### src/rtl/mult_seq_ctrl.sv
// -----------------------------------------------------------------------------
// mult_seq_ctrl
//
// Sequential signed MxM multiplier that sits beside the ALU. It runs one
// shift-and-add step per clock on the operand magnitudes, then applies the
// sign in a final fix-up step. The flags use the same format as the
// combinational ALU units.
//
// The operation is driven by a start/busy/done handshake:
//   IDLE -> CALC (M steps) -> FIX -> DONE -> IDLE
//
// Timing, with t0 as the clock edge that accepts start:
//   - busy is high after t0 and stays high through CALC and FIX.
//   - done is high for one cycle, right after edge t0+M+1.
//   - The next start can be accepted at edge t0+M+3 at the earliest.
//   - start is ignored in every state except IDLE.
//   - A and B are used only at t0, so they may change afterwards.
//
// Ports
//   clk    in   1     system clock, rising edge
//   rst    in   1     synchronous reset, active-high; overrides all inputs
//   start  in   1     multiply request, sampled only in IDLE
//   A      in   M     signed multiplicand, captured on the accepted edge
//   B      in   M     signed multiplier, captured on the accepted edge
//   busy   out  1     high while in CALC or FIX
//   done   out  1     one-cycle pulse when R and the flags update
//   R      out  2M    signed product, held until the next done
//   C      out  1     magnitude spilled past M bits: |mag[2M-1:M]
//   N      out  1     R[2M-1]
//   V      out  1     R does not fit in M-bit signed: R[2M-1:M-1] not uniform
//   Z      out  1     R == 0
// -----------------------------------------------------------------------------
module mult_seq_ctrl #(
    parameter int M = 4
) (
    input  logic           clk,
    input  logic           rst,
    input  logic           start,
    input  logic [M-1:0]   A,
    input  logic [M-1:0]   B,
    output logic           busy,
    output logic           done,
    output logic [2*M-1:0] R,
    output logic           C,
    output logic           N,
    output logic           V,
    output logic           Z
);

    localparam int CW = (M > 2) ? $clog2(M) : 1;
    localparam int PW = 2 * M;
    localparam logic [CW-1:0] CNT_LAST = CW'(M - 1);

    typedef enum logic [1:0] {
        IDLE = 2'd0,
        CALC = 2'd1,
        FIX  = 2'd2,
        DONE = 2'd3
    } state_e;

    state_e          state_q;
    logic [M-1:0]    mcand_q;
    logic [M-1:0]    mplr_q;
    logic            sgn_q;
    logic [PW-1:0]   acc_q;
    logic [CW-1:0]   cnt_q;

    logic            busy_q;
    logic            done_q;
    logic [PW-1:0]   r_q;
    logic            c_q;
    logic            n_q;
    logic            v_q;
    logic            z_q;

    // Magnitude as an M-bit unsigned value. The most negative input,
    // -2^(M-1), maps to 2^(M-1), which still fits in M unsigned bits.
    function automatic logic [M-1:0] magnitude(input logic [M-1:0] x);
        return x[M-1] ? (~x + M'(1)) : x;
    endfunction

    logic [M-1:0]  mag_a_d;
    logic [M-1:0]  mag_b_d;
    logic [PW-1:0] addend_d;
    logic [PW-1:0] acc_d;
    logic [PW-1:0] r_d;
    logic          c_d;
    logic          n_d;
    logic          v_d;
    logic          z_d;

    // NOTE: every signal assigned in this block gets a value on every path,
    // so no latch can be inferred.
    always_comb begin
        mag_a_d  = magnitude(A);
        mag_b_d  = magnitude(B);

        // One shift-and-add step: add the shifted multiplicand when the
        // current multiplier LSB is set. |A|*|B| <= 2^(2M-2), so the sum
        // always fits in PW bits.
        addend_d = {{M{1'b0}}, mcand_q} << cnt_q;
        acc_d    = mplr_q[0] ? (acc_q + addend_d) : acc_q;

        // Sign fix-up. Negating a zero magnitude gives zero again, so a
        // zero product with sgn=1 still comes out as R=0, Z=1, N=0.
        r_d      = sgn_q ? (~acc_q + PW'(1)) : acc_q;

        c_d      = |acc_q[PW-1:M];
        n_d      = r_d[PW-1];
        v_d      = !((&r_d[PW-1:M-1]) || !(|r_d[PW-1:M-1]));
        z_d      = (r_d == '0);
    end

    // The controller and all of its registered outputs live in one
    // clocked process.
    // NOTE: sequential state uses non-blocking assignments only, so every
    // right-hand side sees the values from before the clock edge.
    always_ff @(posedge clk) begin
        if (rst) begin
            // NOTE: the datapath registers are reset as well, so a reset
            // in the middle of an operation leaves nothing stale behind.
            state_q <= IDLE;
            mcand_q <= '0;
            mplr_q  <= '0;
            sgn_q   <= 1'b0;
            acc_q   <= '0;
            cnt_q   <= '0;
            busy_q  <= 1'b0;
            done_q  <= 1'b0;
            r_q     <= '0;
            c_q     <= 1'b0;
            n_q     <= 1'b0;
            v_q     <= 1'b0;
            z_q     <= 1'b0;
        end else begin
            unique case (state_q)
                IDLE: begin
                    if (start) begin
                        mcand_q <= mag_a_d;
                        mplr_q  <= mag_b_d;
                        sgn_q   <= A[M-1] ^ B[M-1];
                        acc_q   <= '0;
                        cnt_q   <= '0;
                        busy_q  <= 1'b1;
                        state_q <= CALC;
                    end
                end

                CALC: begin
                    acc_q  <= acc_d;
                    mplr_q <= mplr_q >> 1;
                    cnt_q  <= cnt_q + CW'(1);
                    // The step that uses cnt == M-1 is the last of M steps.
                    if (cnt_q == CNT_LAST) begin
                        state_q <= FIX;
                    end
                end

                FIX: begin
                    r_q     <= r_d;
                    c_q     <= c_d;
                    n_q     <= n_d;
                    v_q     <= v_d;
                    z_q     <= z_d;
                    busy_q  <= 1'b0;
                    done_q  <= 1'b1;
                    state_q <= DONE;
                end

                DONE: begin
                    // This extra state keeps done to a single-cycle pulse
                    // and stops a held start from giving back-to-back pulses.
                    done_q  <= 1'b0;
                    state_q <= IDLE;
                end

                default: begin
                    state_q <= IDLE;
                end
            endcase
        end
    end

    assign busy = busy_q;
    assign done = done_q;
    assign R    = r_q;
    assign C    = c_q;
    assign N    = n_q;
    assign V    = v_q;
    assign Z    = z_q;

endmodule

### config.mk
export PLATFORM = sky130hd
export DESIGN_NAME = mult_seq_ctrl
export DESIGN_NICKNAME = d
export VERILOG_FILES = /design/src/rtl/mult_seq_ctrl.sv
export SDC_FILE = /design/constraint.sdc
export NUM_CORES = 1
export LEC_CHECK = 0
export BUFFER_PORTS_ARGS = -buffer_cell sky130_fd_sc_hd__buf_2
export CAP_MARGIN = 40
export CORE_MARGIN = 4
export CORE_UTILIZATION = 41
export CTS_BUF_LIST = sky130_fd_sc_hd__clkbuf_2
export DETAILED_ROUTE_END_ITERATION = 10
export HOLD_SLACK_MARGIN = 0.02
export PLACE_DENSITY_LB_ADDON = 0.12
export SYNTH_ARGS = -nofsm -noshare
export SYNTH_HDL_FRONTEND = slang
export SYNTH_SLANG_ARGS = --single-unit
### constraint.sdc
create_clock -name clk -period 2.72 [get_ports clk]
set_clock_uncertainty 0.1 [all_clocks]
set_input_delay 0.408 -clock clk [delete_from_list [all_inputs] [get_ports clk]]
set_output_delay 0.408 -clock clk [all_outputs]
set_load 0.02 [all_outputs]
==> impl_metrics.csv <==
group,metric,value,unit
status,run_status,"finished clean",
pwr,irDropWorstVdd,0.229,mV
clock_network,numCtsBuffers,5,
worst_setup_path,cp.arrival,2.64,ns
worst_setup_path,path_max_fanout,10,
logic_synthesis,synth_area,0.00215,mm^2
worst_setup_path,crit_path_end_kind,"flip-flop",
logic_synthesis,synthFlopType,"dfxtp_1",
clock_network,htree_levels,2,
worst_hold_path,worstHoldPathCells,3,
run,drv_cap,0,
sta,hold_slack,0.184,ns
pwr,pwr-share-comb,43.4,%
logic_synthesis,synthCells,258,
logic_synthesis,syn_avg_cell_area,8.33,um^2
clock_network,cts_hold_buf,0,
sta,final.setup.tns,0,ns
route,finalWirelength,4.36,mm
floorplanning,ios,25,
logic_synthesis,ys_top_cells_by_count,"nor2_1 (35), dfxtp_1 (34), nand2_1 (17)",
sta,relSlewSlack,50.1,%
sta,worstMarginPinSlew,0.749,ns
worst_hold_path,hp-class,"input port to flip-flop",
clock_network,cts_sinks,34,
worst_setup_path,reg2reg_depth,8,
pwr,clkPwrFrac,17.1,%
floorplanning,std_cell_rows,26,
placement,dpl.cell_count,334,
placement,place_area,0.00228,mm^2
logic_synthesis,synth_edf_count,0,
worst_setup_path,critPathSlowestCell,"dfxtp_1",
finish,drive_gt1_share,12.9,%
grt,track_usage,14.5,%
grt,grt_pass1_vias,1592,
route,num_vias,1811,
finish,final_cell_count_no_fill,341,
clock_network,cts_root_buf,"clkbuf_2",
sta,fin_crit,2.46,ns
placement,gp_congestion,0.810,
logic_synthesis,yosysUniqueCellTypes,46,
floorplanning,fp.dieH,80.4,um
placement,portBuffers,24,
finish,area_delta_synth_final,8.91,%
floorplanning,floorplan.initialDensity,42.1,%
pwr,p_sw_share,41.9,%
clock_network,cts_setup_buffers,0,
finish,design_area,0.00234,mm^2
clock_network,insertion_delay,0.36,ns
sta,fin_crit_sh,90.4,%
pwr,p_switching,763,uW
logic_synthesis,synth_warnings,0,
finish,layout.nets,298,
pwr,p_leak,0.974,nW
route,drt_iter0_drc,106,
grt,grt_start_max_net_pins,40,
finish,postLayoutCoreUtil,45.8,%
sta,slew_viol_final,0,
floorplanning,dieArea,0.00646,mm^2
route,wl_per_cell,12.8,um
logic_synthesis,async_flop_share,0,%
logic_synthesis,synth-seq-cells,34,
grt,overflow,0,
grt,grt_pass1_wl,7.31,mm
route,drt.antenna.violating_nets,0,
worst_setup_path,worst_setup_path_start_kind,"flip-flop",
floorplanning,die_x,80.4,um
worst_setup_path,crit_type,"flip-flop to flip-flop",
clock_network,path_clk_slew,0.16,ns
route,dr.pass1.iters,5,
pwr,pwr-share-seq,39.4,%
worst_setup_path,cp_slowest_stage_delay,0.56,ns
sta,hold_viol,0,
logic_synthesis,synth_nets,285,
placement,hpwl,3.18,mm
clock_network,clk_path_buf_depth,2,
logic_synthesis,yosys.area.top_type_share,31.7,%
worst_setup_path,crit_required,2.90,ns
sta,setup_viol,0,
sta,fmax,407,MHz
pwr,p_per_area,778,mW/mm^2
floorplanning,core,0.00511,mm^2
sta,grt_setup_unrepaired,"false",
logic_synthesis,yosysTopAreaCell,"dfxtp_1",
worst_setup_path,path_cells,"mux2i_1, nor2_1, fa_1, a21o_1, a21oi_1, o211ai_1, xnor2_1, o32ai_1",
finish,diodes,0,
route,viasPerCell,5.31,
logic_synthesis,synthTopCellsByArea,"dfxtp_1 (32%), ha_1 (8.7%), mux2i_1 (6.5%)",
grt,antenna_found_initial,0,
logic_synthesis,seq_area_frac_synth,31.7,%
logic_synthesis,synth_most_common_cell,"nor2_1",
clock_network,cts_tree,"built",
pwr,p_int,1.06,mW
clock_network,cts_resized,0,
route,drc_errors,0,
per-stage QoR:
| stage | worst slack [ns] | power [mW] |
|---|---|---|
| after detailed placement | 0.268 | 1.52 |
| final | 0.261 | 1.82 |
| after floorplan | 0.329 | 1.33 |
| after CTS | 0.241 | 1.84 |
| after global routing | 0.0654 | 1.97 |
| after global placement | 0.309 | 1.52 |
registers in the layout, summed over array words and instances, names as in the netlist:
| name | flops |
|---|---|
| R | 8 |
| acc_q | 8 |
| mcand_q | 4 |
| mplr_q | 4 |
| cnt_q | 2 |
| state_q | 2 |
| C | 1 |
| V | 1 |
| Z | 1 |
| busy | 1 |
| done | 1 |
| sgn_q | 1 |
power groups by stage:
| stage | combinational [mW] | sequential, mW | clock [mW] |
|---|---|---|---|
| after floorplan | 0.578 | 0.753 | 0 |
| after global placement | 0.788 | 0.729 | 0 |
| after detailed placement | 0.787 | 0.732 | 0 |
| after CTS | 0.793 | 0.718 | 0.325 |
| after global routing | 0.890 | 0.734 | 0.344 |
| final | 0.791 | 0.718 | 0.312 |
final timing paths:
| check | from | to | slack (ns) |
|---|---|---|---|
| max | cnt_q[0]$_SDFFE_PP0P_ | acc_q[6]$_SDFFE_PP0P_ | 0.26 |
| min | A[0] | mcand_q[0]$_SDFFE_PP0P_ | 0.18 |
| max reg2reg | cnt_q[0]$_SDFFE_PP0P_ | acc_q[6]$_SDFFE_PP0P_ | 0.26 |
| min reg2reg | Z$_SDFFE_PP0P_ | Z$_SDFFE_PP0P_ | 0.36 |
cell type report:
class | count | area (um^2)
fill | 542 | 2770
multi-input combinational | 193 | 1340
sequential | 34 | 681
timing repair buffer | 26 | 135
tap | 70 | 87.6
inverter | 11 | 41.3
clock inverter | 2 | 33.8
clock buffer | 5 | 25.0
cell usage in the layout, fill, tap and decap left out, types with 3 or more instances in the layout:
master / n
a21oi_1: 11
nor4b_1: 3
nand2_1: 17
o21ai_0: 6
nand4b_1: 5
o32ai_1: 3
clkbuf_2: 5
nor3_1: 6
nand3_1: 4
inv_1: 11
nand2b_1: 4
nor2b_1: 6
xnor2_1: 7
ha_1: 15
or3_1: 3
a31oi_1: 3
mux2i_1: 14
nor2_1: 35
a211oi_1: 13
a22oi_1: 5
buf_2: 24
xor2_1: 6
a21o_1: 3
dfxtp_1: 34
kinds of logic after synthesis:
kind of cell             synth area share (%)
AO/OA/AOI/OAI                            18.5
XOR/XNOR                                 6.06
adder cells (fa/ha/maj)                  9.67
buffers and inverters                    6.12
flip-flops                               31.7
multiplexers                             6.52
AND/OR/NAND/NOR                          21.4
layer usage:
layer	up-vias	track usage (%)	routed length, um
met2	30	22.8	1950
met3	2	3.81	169
met1	840	19.3	2210
met4	0	4.56	32
li1	939	-	-
met5	-	0	0
worst max-delay path: cells and delay by family (launching register included):
family	cells	cell delay, ns
simple gates	1	0.10
compound gates	4	0.76
fa+ha+maj	1	0.45
flops	1	0.56
mux	1	0.28
xor+xnor	1	0.14
Power figures use the tool's default switching activity.
